[src/rtl/ysyx_23060229_axi_clint.sv]
// AXI4 timer slave: a free-running 64-bit mtime counter behind an MMIO window.
// The read and write channels are served by independent FSMs.
// Optional macro YSYX_23060229_CLINT_MTIMECMP_EN adds mtimecmp (0x8/0xC) and the mtip output.
module ysyx_23060229_axi_clint #(
  parameter logic [31:0] BASE_ADDR = 32'h0200_0000,
  parameter logic [31:0] WIN_SIZE  = 32'h0001_0000,
  parameter int          DIV       = 1
) (
  input  logic        clock,
  input  logic        reset,
  input  logic [31:0] araddr,
  input  logic        arvalid,
  output logic        arready,
  input  logic [3:0]  arid,
  input  logic [7:0]  arlen,
  input  logic [2:0]  arsize,
  input  logic [1:0]  arburst,
  output logic [31:0] rdata,
  output logic [1:0]  rresp,
  output logic        rvalid,
  input  logic        rready,
  output logic        rlast,
  output logic [3:0]  rid,
  input  logic [31:0] awaddr,
  input  logic        awvalid,
  output logic        awready,
  input  logic [3:0]  awid,
  input  logic [7:0]  awlen,
  input  logic [2:0]  awsize,
  input  logic [1:0]  awburst,
  input  logic [31:0] wdata,
  input  logic [3:0]  wstrb,
  input  logic        wvalid,
  output logic        wready,
  input  logic        wlast,
  output logic [1:0]  bresp,
  output logic        bvalid,
  input  logic        bready,
  output logic [3:0]  bid
`ifdef YSYX_23060229_CLINT_MTIMECMP_EN
  ,
  output logic        mtip
`endif
);

  typedef enum logic {R_IDLE, R_DATA} rState_t;
  typedef enum logic [1:0] {W_IDLE, W_DATA, W_RESP} wState_t;

  function automatic logic [31:0] mergeBytes(input logic [31:0] oldVal, input logic [31:0] newVal,
                                             input logic [3:0] strb);
    logic [31:0] res;
    for (int i = 0; i < 4; i++) res[i*8 +: 8] = strb[i] ? newVal[i*8 +: 8] : oldVal[i*8 +: 8];
    return res;
  endfunction

  // FIXED bursts stay on one address; INCR and WRAP both step by a word.
  function automatic logic [31:0] nextAddr(input logic [31:0] a, input logic [1:0] burst);
    return (burst == 2'b00) ? a : a + 32'd4;
  endfunction

  logic [63:0] r_mtime;
  logic [31:0] r_presc;
  logic        w_tick;

  rState_t     r_rState;
  logic        r_arready, r_rvalid;
  logic [31:0] r_raddr;
  logic [3:0]  r_rid;
  logic [7:0]  r_rlen, r_rcnt;
  logic [1:0]  r_rburst;
  logic [63:0] r_snapTime;
  logic [31:0] w_rOff, w_rWord;
  logic        w_rInWin;

  wState_t     r_wState;
  logic        r_awready, r_wready, r_bvalid, r_wDecerr;
  logic [1:0]  r_bresp, r_wburst;
  logic [3:0]  r_bid;
  logic [31:0] r_waddr, w_wOff;
  logic        w_wBeat, w_wHit, w_wrLo, w_wrHi, w_awInWin;

  assign w_tick    = (r_presc == 32'(DIV - 1));
  assign w_wOff    = r_waddr - BASE_ADDR;
  assign w_wBeat   = (r_wState == W_DATA) && wvalid && r_wready;
  assign w_wHit    = w_wBeat && !r_wDecerr;
  assign w_wrLo    = w_wHit && (w_wOff[31:2] == 30'd0);
  assign w_wrHi    = w_wHit && (w_wOff[31:2] == 30'd1);
  assign w_awInWin = (awaddr - BASE_ADDR) < WIN_SIZE;

  // Prescaler and mtime; a write beat to either half replaces that cycle's increment.
  always_ff @(posedge clock) begin
    if (reset) begin
      r_presc <= 32'd0;
      r_mtime <= 64'd0;
    end else begin
      r_presc <= w_tick ? 32'd0 : r_presc + 32'd1;
      if (w_wrLo)
        r_mtime[31:0] <= mergeBytes(r_mtime[31:0], wdata, wstrb);
      else if (w_wrHi)
        r_mtime[63:32] <= mergeBytes(r_mtime[63:32], wdata, wstrb);
      else if (w_tick)
        r_mtime <= r_mtime + 64'd1;
    end
  end

`ifdef YSYX_23060229_CLINT_MTIMECMP_EN
  logic [63:0] r_mtimecmp, r_snapCmp;
  logic        r_mtip;

  // Compare register, byte-writable, and the registered timer interrupt.
  always_ff @(posedge clock) begin
    if (reset) begin
      r_mtimecmp <= '1;
      r_mtip     <= 1'b0;
    end else begin
      if (w_wHit && (w_wOff[31:2] == 30'd2))
        r_mtimecmp[31:0] <= mergeBytes(r_mtimecmp[31:0], wdata, wstrb);
      if (w_wHit && (w_wOff[31:2] == 30'd3))
        r_mtimecmp[63:32] <= mergeBytes(r_mtimecmp[63:32], wdata, wstrb);
      r_mtip <= (r_mtime >= r_mtimecmp);
    end
  end

  // Snapshot of mtimecmp taken with the AR handshake.
  always_ff @(posedge clock) begin
    if (reset) r_snapCmp <= 64'd0;
    else if (r_rState == R_IDLE && arvalid && r_arready) r_snapCmp <= r_mtimecmp;
  end

  assign mtip = r_mtip;
`endif

  // Read FSM: accept AR, snapshot the counters, then stream beats until rlast is taken.
  always_ff @(posedge clock) begin
    if (reset) begin
      r_rState   <= R_IDLE;
      r_arready  <= 1'b0;
      r_rvalid   <= 1'b0;
      r_raddr    <= 32'd0;
      r_rid      <= 4'd0;
      r_rlen     <= 8'd0;
      r_rcnt     <= 8'd0;
      r_rburst   <= 2'b00;
      r_snapTime <= 64'd0;
    end else begin
      case (r_rState)
        R_IDLE: begin
          r_arready <= 1'b1;
          if (arvalid && r_arready) begin
            r_raddr    <= araddr;
            r_rid      <= arid;
            r_rlen     <= arlen;
            r_rburst   <= arburst;
            r_rcnt     <= 8'd0;
            r_snapTime <= r_mtime;
            r_arready  <= 1'b0;
            r_rvalid   <= 1'b1;
            r_rState   <= R_DATA;
          end
        end
        R_DATA: begin
          if (rready) begin
            if (r_rcnt == r_rlen) begin
              r_rvalid  <= 1'b0;
              r_arready <= 1'b1;
              r_rState  <= R_IDLE;
            end else begin
              r_rcnt  <= r_rcnt + 8'd1;
              r_raddr <= nextAddr(r_raddr, r_rburst);
            end
          end
        end
        default: r_rState <= R_IDLE;
      endcase
    end
  end

  assign w_rOff   = r_raddr - BASE_ADDR;
  assign w_rInWin = w_rOff < WIN_SIZE;

  // Register-map read mux over the snapshot; reserved offsets return zero.
  always_comb begin
    w_rWord = 32'd0;
    case (w_rOff[31:2])
      30'd0: w_rWord = r_snapTime[31:0];
      30'd1: w_rWord = r_snapTime[63:32];
`ifdef YSYX_23060229_CLINT_MTIMECMP_EN
      30'd2: w_rWord = r_snapCmp[31:0];
      30'd3: w_rWord = r_snapCmp[63:32];
`endif
      default: w_rWord = 32'd0;
    endcase
  end

  assign arready = r_arready;
  assign rvalid  = r_rvalid;
  assign rdata   = (r_rvalid && w_rInWin) ? w_rWord : 32'd0;
  assign rresp   = (r_rvalid && !w_rInWin) ? 2'b11 : 2'b00;
  assign rlast   = r_rvalid && (r_rcnt == r_rlen);
  assign rid     = r_rid;

  // Write FSM: accept AW, take W beats until wlast, then hold the B response.
  always_ff @(posedge clock) begin
    if (reset) begin
      r_wState  <= W_IDLE;
      r_awready <= 1'b0;
      r_wready  <= 1'b0;
      r_bvalid  <= 1'b0;
      r_bresp   <= 2'b00;
      r_bid     <= 4'd0;
      r_waddr   <= 32'd0;
      r_wburst  <= 2'b00;
      r_wDecerr <= 1'b0;
    end else begin
      case (r_wState)
        W_IDLE: begin
          r_awready <= 1'b1;
          if (awvalid && r_awready) begin
            r_waddr   <= awaddr;
            r_wburst  <= awburst;
            r_bid     <= awid;
            r_wDecerr <= !w_awInWin;
            r_awready <= 1'b0;
            r_wready  <= 1'b1;
            r_wState  <= W_DATA;
          end
        end
        W_DATA: begin
          if (w_wBeat) begin
            r_waddr <= nextAddr(r_waddr, r_wburst);
            if (wlast) begin
              r_wready <= 1'b0;
              r_bvalid <= 1'b1;
              r_bresp  <= r_wDecerr ? 2'b11 : 2'b00;
              r_wState <= W_RESP;
            end
          end
        end
        W_RESP: begin
          if (bready) begin
            r_bvalid  <= 1'b0;
            r_awready <= 1'b1;
            r_wState  <= W_IDLE;
          end
        end
        default: r_wState <= W_IDLE;
      endcase
    end
  end

  assign awready = r_awready;
  assign wready  = r_wready;
  assign bvalid  = r_bvalid;
  assign bresp   = r_bresp;
  assign bid     = r_bid;

  logic w_unused;
  assign w_unused = ^{arsize, awsize, awlen, w_wOff[1:0]};

endmodule

[config.mk]
export PLATFORM = sky130hd
export DESIGN_NAME = ysyx_23060229_axi_clint
export DESIGN_NICKNAME = d
export VERILOG_FILES = /design/src/rtl/ysyx_23060229_axi_clint.sv
export SDC_FILE = /design/constraint.sdc
export NUM_CORES = 1
export LEC_CHECK = 0
export ABC_AREA = 1
export CAP_MARGIN = 20
export CELL_PAD_IN_SITES_DETAIL_PLACEMENT = 0
export CELL_PAD_IN_SITES_GLOBAL_PLACEMENT = 2
export CORE_UTILIZATION = 27
export CTS_CLUSTER_SIZE = 25
export DETAILED_ROUTE_END_ITERATION = 10
export GPL_TIMING_DRIVEN = 0
export PLACE_DENSITY_LB_ADDON = 0.08
export SKIP_CTS_REPAIR_TIMING = 1
export SLEW_MARGIN = 30
export SYNTH_ARGS = -nofsm -noshare
export SYNTH_HDL_FRONTEND = slang
export SYNTH_SLANG_ARGS = --single-unit
[constraint.sdc]
create_clock -name clock -period 2.1 [get_ports clock]
set_clock_uncertainty 0.1 [all_clocks]
set_input_delay 0.21 -clock clock [delete_from_list [all_inputs] [get_ports clock]]
set_output_delay 0.21 -clock clock [all_outputs]
set_load 0.01 [all_outputs]
# [After elaboration in Yosys (flattened, before gate mapping)]
# Index checks and enable logic that the tools add are counted.
[op_classes] n_addsub=8 n_mul=0 div_mod_pow=0 n_lt_le_gt_ge=2 eq_ne=24 shifts=0 n_mux=53 bitwise=2 n_reduce_logical=45
[op_table] cell="32-bit two-way mux" n=11
[op_table] cell="32-bit one-hot mux with 2 select lines" n=3
[op_table] cell="32-bit by 26-bit subtractor with 32-bit output (second input constant)" n=3
[op_table] cell="32-bit by 3-bit adder with 32-bit output (second input constant)" n=2
[op_table] cell="64-bit by 1-bit adder with 64-bit output (second input constant)" n=1
[op_table] cell="32-bit by 17-bit < comparator with 1-bit output (second input constant)" n=2
[op_table] cell="64-bit two-way mux" n=1
[op_table] cell="30-bit by 1-bit == test with 1-bit output (second input constant)" n=2
[op_table] cell="30-bit zero test" n=2
[op_table] cell="8-bit two-way mux" n=7
[op_table] cell="2-bit inequality test (second input constant)" n=18
[op_table] cell="3-bit AND reduction" n=11
[op_table] cell="32-bit by 1-bit adder with 32-bit output (second input constant)" n=1
[op_table] cell="32-bit zero test" n=1
[op_table] cell="4-bit AND reduction" n=5
[op_table] cell="1-bit two-way mux" n=17
[op_table] cell="8-bit one-hot mux with 2 select lines" n=1
[op_table] cell="2-bit two-way mux" n=6
[op_table] cell="1-bit one-hot mux with 2 select lines" n=6
[op_table] cell="1-bit logical AND" n=10
[op_table] cell="2-bit nonzero test" n=5
[op_table] cell="8-bit by 1-bit adder with 8-bit output (second input constant)" n=1
[op_table] cell="8-bit == test" n=1
[op_table] cell="2-bit AND reduction" n=4
[op_table] cell="other kinds (8)" n=13
[totals] regBits=263 latchBits=0 mem_bits_rw=0 rom_bits=0 inputBits=142 output_inout_bits=50 mem_count=0

# [Longest topological paths before layout]
[depth] ltp_word=7 mapped_depth=17

# [Least setup slack after synthesis]
# No wires, ideal clock.
[synth_timing] kind="register to output" from="reg r_raddr[25]" to="out rdata[10]" arrival_time_ns=1.762 setup_slack_ns=0.028 path_stages_with_launch=9 cell_sequence="dfxtp_1 inv_1 ha_1 nor3b_1 nand4_1 nor2_2 buf_2 nand3_1 a21oi_1"
[synth_via] elab_chain_cells=4 elab_cells_between_ends=7
[synth_lines] item="start, declared" line_no="67" rtl="logic [31:0] r_raddr;"
[synth_lines] item="start signal, assigned" line_no="150" rtl="r_raddr <= araddr;"
[synth_lines] item="start signal, assigned" line_no="169" rtl="r_raddr <= nextAddr(r_raddr, r_rburst);"
[synth_lines] item="32-bit by 26-bit subtractor with 32-bit output *" line_no="178" rtl="assign w_rOff = r_raddr - BASE_ADDR;"
[synth_lines] item="32-bit by 17-bit < comparator with 1-bit output (tied with other cells)" line_no="179" rtl="assign w_rInWin = w_rOff < WIN_SIZE;"
[synth_lines] item="1-bit logical AND / 32-bit one-hot mux with 2 select lines (equally long branches)" line_no="197, 184"
[synth_lines] item="32-bit two-way mux *" line_no="197" rtl="assign rdata = (r_rvalid && w_rInWin) ? w_rWord : 32'd0;"
[synth_lines] item="end, declared" line_no="18" rtl="output logic [31:0] rdata,"
# Mark *: on every way between the ends. The rest lies on a longest branch, timed or not.

# [Worst setup path after layout]
[layout_timing] from="reg r_raddr[25]" to="out rdata[22]"
# The elaborated chain is that of the path after synthesis.

==> flow_summary.ini <==
[die]
die_y_um = 249.6
start_util = 0.2737
io_pins = 192
dieArea_um2 = 62290
die_w_um = 249.6
coreArea_um2 = 60470
rows = 90

[route]
drtPass1Iterations = 5
num_vias = 19710
drc_errors = 0
first_iter_violations = 1417
wl_per_cell_um = 21.09
antenna_left = 0
wl_mm = 82.13
vias_per_cell = 5.060

[grt]
antenna_found_initial = 3
grt_overflow_total = 0
grt_pass1_wl_mm = 115.2
grt.total_usage = 0.2476
grt_max_degree = 11
grt_pass1_vias = 18150

[setup_path]
start_kind = register
path_cells = inv_4 -> ha_4 -> inv_2 -> o211ai_1 -> a21oi_1 -> nand4_1 -> buf_6 -> buf_12 -> nor2_4 -> buf_6 -> nand3_1 -> a21oi_2 -> buf_2
crit_path_frequent_cell = buf_6
arrival_ns = 2.61
cpMaxStageDelayCell = dfxtp_4
crit_fanout = 6
cp_num_buf_inv = 6
path_depth = 13
rrSetupSlack_ns = -0.20
ff2ff_path_depth = 14
slowest_delay_ns = 0.38
critPathKind = reg2out
crit_required_ns = 1.79
cp_top_family = buffers and inverters
cp-end-kind = output port

[clocking]
h-tree-depth = 2
cts_root_buf = clkbuf_16
numCtsBuffers = 36
worstSkewPairLatency_ns = 0.57
clk_pin_slew_ns = 0.06
clk_path_buf_depth = 3
cts_tree = done
clock-sinks = 258

[placement]
numPortBuffers = 172
dpl.hpwl_mm = 63.13
gp_congestion = 0.9323
dpl_cell_area_um2 = 19250

[final_layout]
drive_above_1_share = 0.1935
fillerInstances = 6616
ff_latch_area_um2 = 5235
fin_area_um2 = 23400
synthToLayoutAreaGrowth_pct = 41.43
multiInputGateArea_um2 = 11450
nNetsFinal = 3245

[sta]
timing.final.crit_share = 1.392
hold_violations = 0
slew_headroom = 0.3621
slew_viol_final = 0
clock.fmax_mhz = 342.2
setup_violations = 93
rsz0062_at_grt = true
min_period_ns = 2.923
setup_ws_ns = -0.8226
tightest_slew_ns = 0.9569

[synth]
synth_area_um2 = 16550
synth-async-reset-ratio = 0
ys_ff_latch = 258
synthesis.nets = 2954
synth_top_area_frac = 0.3121
syn_inst = 2797
synth_edf_count = 0
yosysWarnings = 0
synth_area_leader_cell = dfxtp_1
ys_top_cells_by_area = dfxtp_1 (31%), nand2_1 (16%), nor2_1 (11%)
seq_area_frac_synth = 0.3121
dominantRegCellSynth = dfxtp_1
synthDistinctLibCells = 45
avgSynthCellArea_um2 = 5.916

[status]
outcome = complete, but fails checks
violations = negative setup slack

[power_and_ir_drop]
total_power_mw = 14.51
ir_worst_vdd_mv = 0.4193
p_leak_nw = 9.004
power.density_nw_per_um2 = 620.1

[flow_run]
maxCapViolCount = 0

[worst_hold_path]
min_path_type = in2reg
hold_depth = 3
[Yosys cell counts, types with 19 or more instances]
cell type,number
nor2_1,491
a21oi_1,203
nand3_1,269
dfxtp_1,258
nor3_1,53
xor2_1,32
xnor2_1,24
clkbuf_1,69
nand4_1,53
nand2_1,710
buf_2,19
inv_1,290
o21ai_0,167
[worst reg2reg max path, stage by stage (launching register included)]
cell and delay, ns:
dfxtp_4 0.37, inv_4 0.04, ha_4 0.28, nand3_4 0.08
nor2_4 0.09, nand2_2 0.07, nor2_4 0.16, nand2_4 0.13
buf_12 0.18, buf_12 0.15, nand3_4 0.16, buf_12 0.14
clkinv_8 0.07, nand3_1 0.09, a21oi_2 0.05
[cell type report]
class / instances / area share
Clock inverter: 9 / 0.004277
Buffer: 104 / 0.03432
Tap cell: 782 / 0.04181
Antenna cell: 1 / 0.0001069
Sequential cell: 258 / 0.2237
Clock buffer: 52 / 0.04277
Multi-Input combinational cell: 2131 / 0.4892
Timing Repair inverter: 1 / 0.0006950
Inverter: 305 / 0.05266
Timing Repair Buffer: 251 / 0.1105
[cells by family (layout without fill, tap and decap cells)]
family	after synthesis	in the layout	synth area share
and+or+nand+nor	1631	1634	0.4136
AOI/OAI and AO/OA	426	426	0.1346
buffers and inverters	411	722	0.09874
DFF	258	258	0.3121
xor gates and xnor gates	56	56	0.02964
adders and majority gates	15	15	0.01134
other	0	1	0
[final timing paths]
kind	endpoint	start
worst min-delay path	r_rlen[7]	arlen[7]
worst max register to register	r_mtime[60]	r_waddr[26]
worst min register to register	r_presc[0]	r_presc[0]
worst max-delay path	rdata[22]	r_raddr[25]
[sequential cells by signal (all words and copies together), names as in the netlist, 4 cells and up]
| register | cells |
|---|---|
| bid | 4 |
| r_mtime | 64 |
| r_presc | 32 |
| r_raddr | 30 |
| r_rcnt | 8 |
| r_rlen | 8 |
| r_snapTime | 64 |
| r_waddr | 30 |
| rid | 4 |
[power breakdown]
part | internal, mW | switching, mW
Combinational | 1.04 | 1.81
Sequential | 5.27 | 0.436
Clock | 3.45 | 2.51
Total | 9.76 | 4.75
[through the flow]
step                hold slack (ns)  std cells  setup WS (ns)  TNS, ns  utilization
floorplan                    0.2212       2797        0.02833        0            -
global placement             0.3592       3751         -1.247  -154.47       0.3183
detailed placement           0.3723       3751         -1.215  -158.37       0.3183
CTS                          0.1717       3812         -1.842  -140.65       0.3365
global route                 0.2088       3893        -0.9077   -41.79       0.3870
finish                       0.1951       3894        -0.8226   -31.49       0.3870
[placed cells by master (no fill, tap or decap), types with 10 or more instances in the layout]
| cell | n |
|---|---|
| a21oi_1 | 156 |
| a21oi_2 | 45 |
| buf_12 | 21 |
| buf_2 | 32 |
| buf_4 | 50 |
| buf_6 | 28 |
| clkbuf_1 | 52 |
| clkbuf_16 | 49 |
| clkbuf_2 | 18 |
| clkdlybuf4s50_1 | 138 |
| dfxtp_1 | 222 |
| dfxtp_2 | 26 |
| dfxtp_4 | 10 |
| ha_1 | 11 |
| inv_1 | 278 |
| inv_2 | 10 |
| nand2_1 | 655 |
| nand2_2 | 34 |
| nand2_4 | 29 |
| nand3_1 | 197 |
| nand3_2 | 50 |
| nand3_4 | 24 |
| nand4_1 | 53 |
| nor2_1 | 425 |
| nor2_2 | 36 |
| nor2_4 | 41 |
| nor3_1 | 38 |
| nor3_2 | 14 |
| o211ai_1 | 12 |
| o21ai_0 | 139 |
| o21ai_1 | 22 |
| o21ai_2 | 19 |
| xnor2_1 | 24 |
| xor2_1 | 31 |
[per-layer routing]
| layer | vias to the layer above | part of all wire | GRT usage |
|---|---|---|---|
| met3 | 117 | 0.057 | 0.03327 |
| li1 | 9655 | - | - |
| met4 | 2 | 0.033 | 0.08642 |
| met2 | 566 | 0.44 | 0.3879 |
| met5 | - | 0.00012 | 0 |
| met1 | 9365 | 0.47 | 0.3459 |
(Power assumes the default switching activity.)
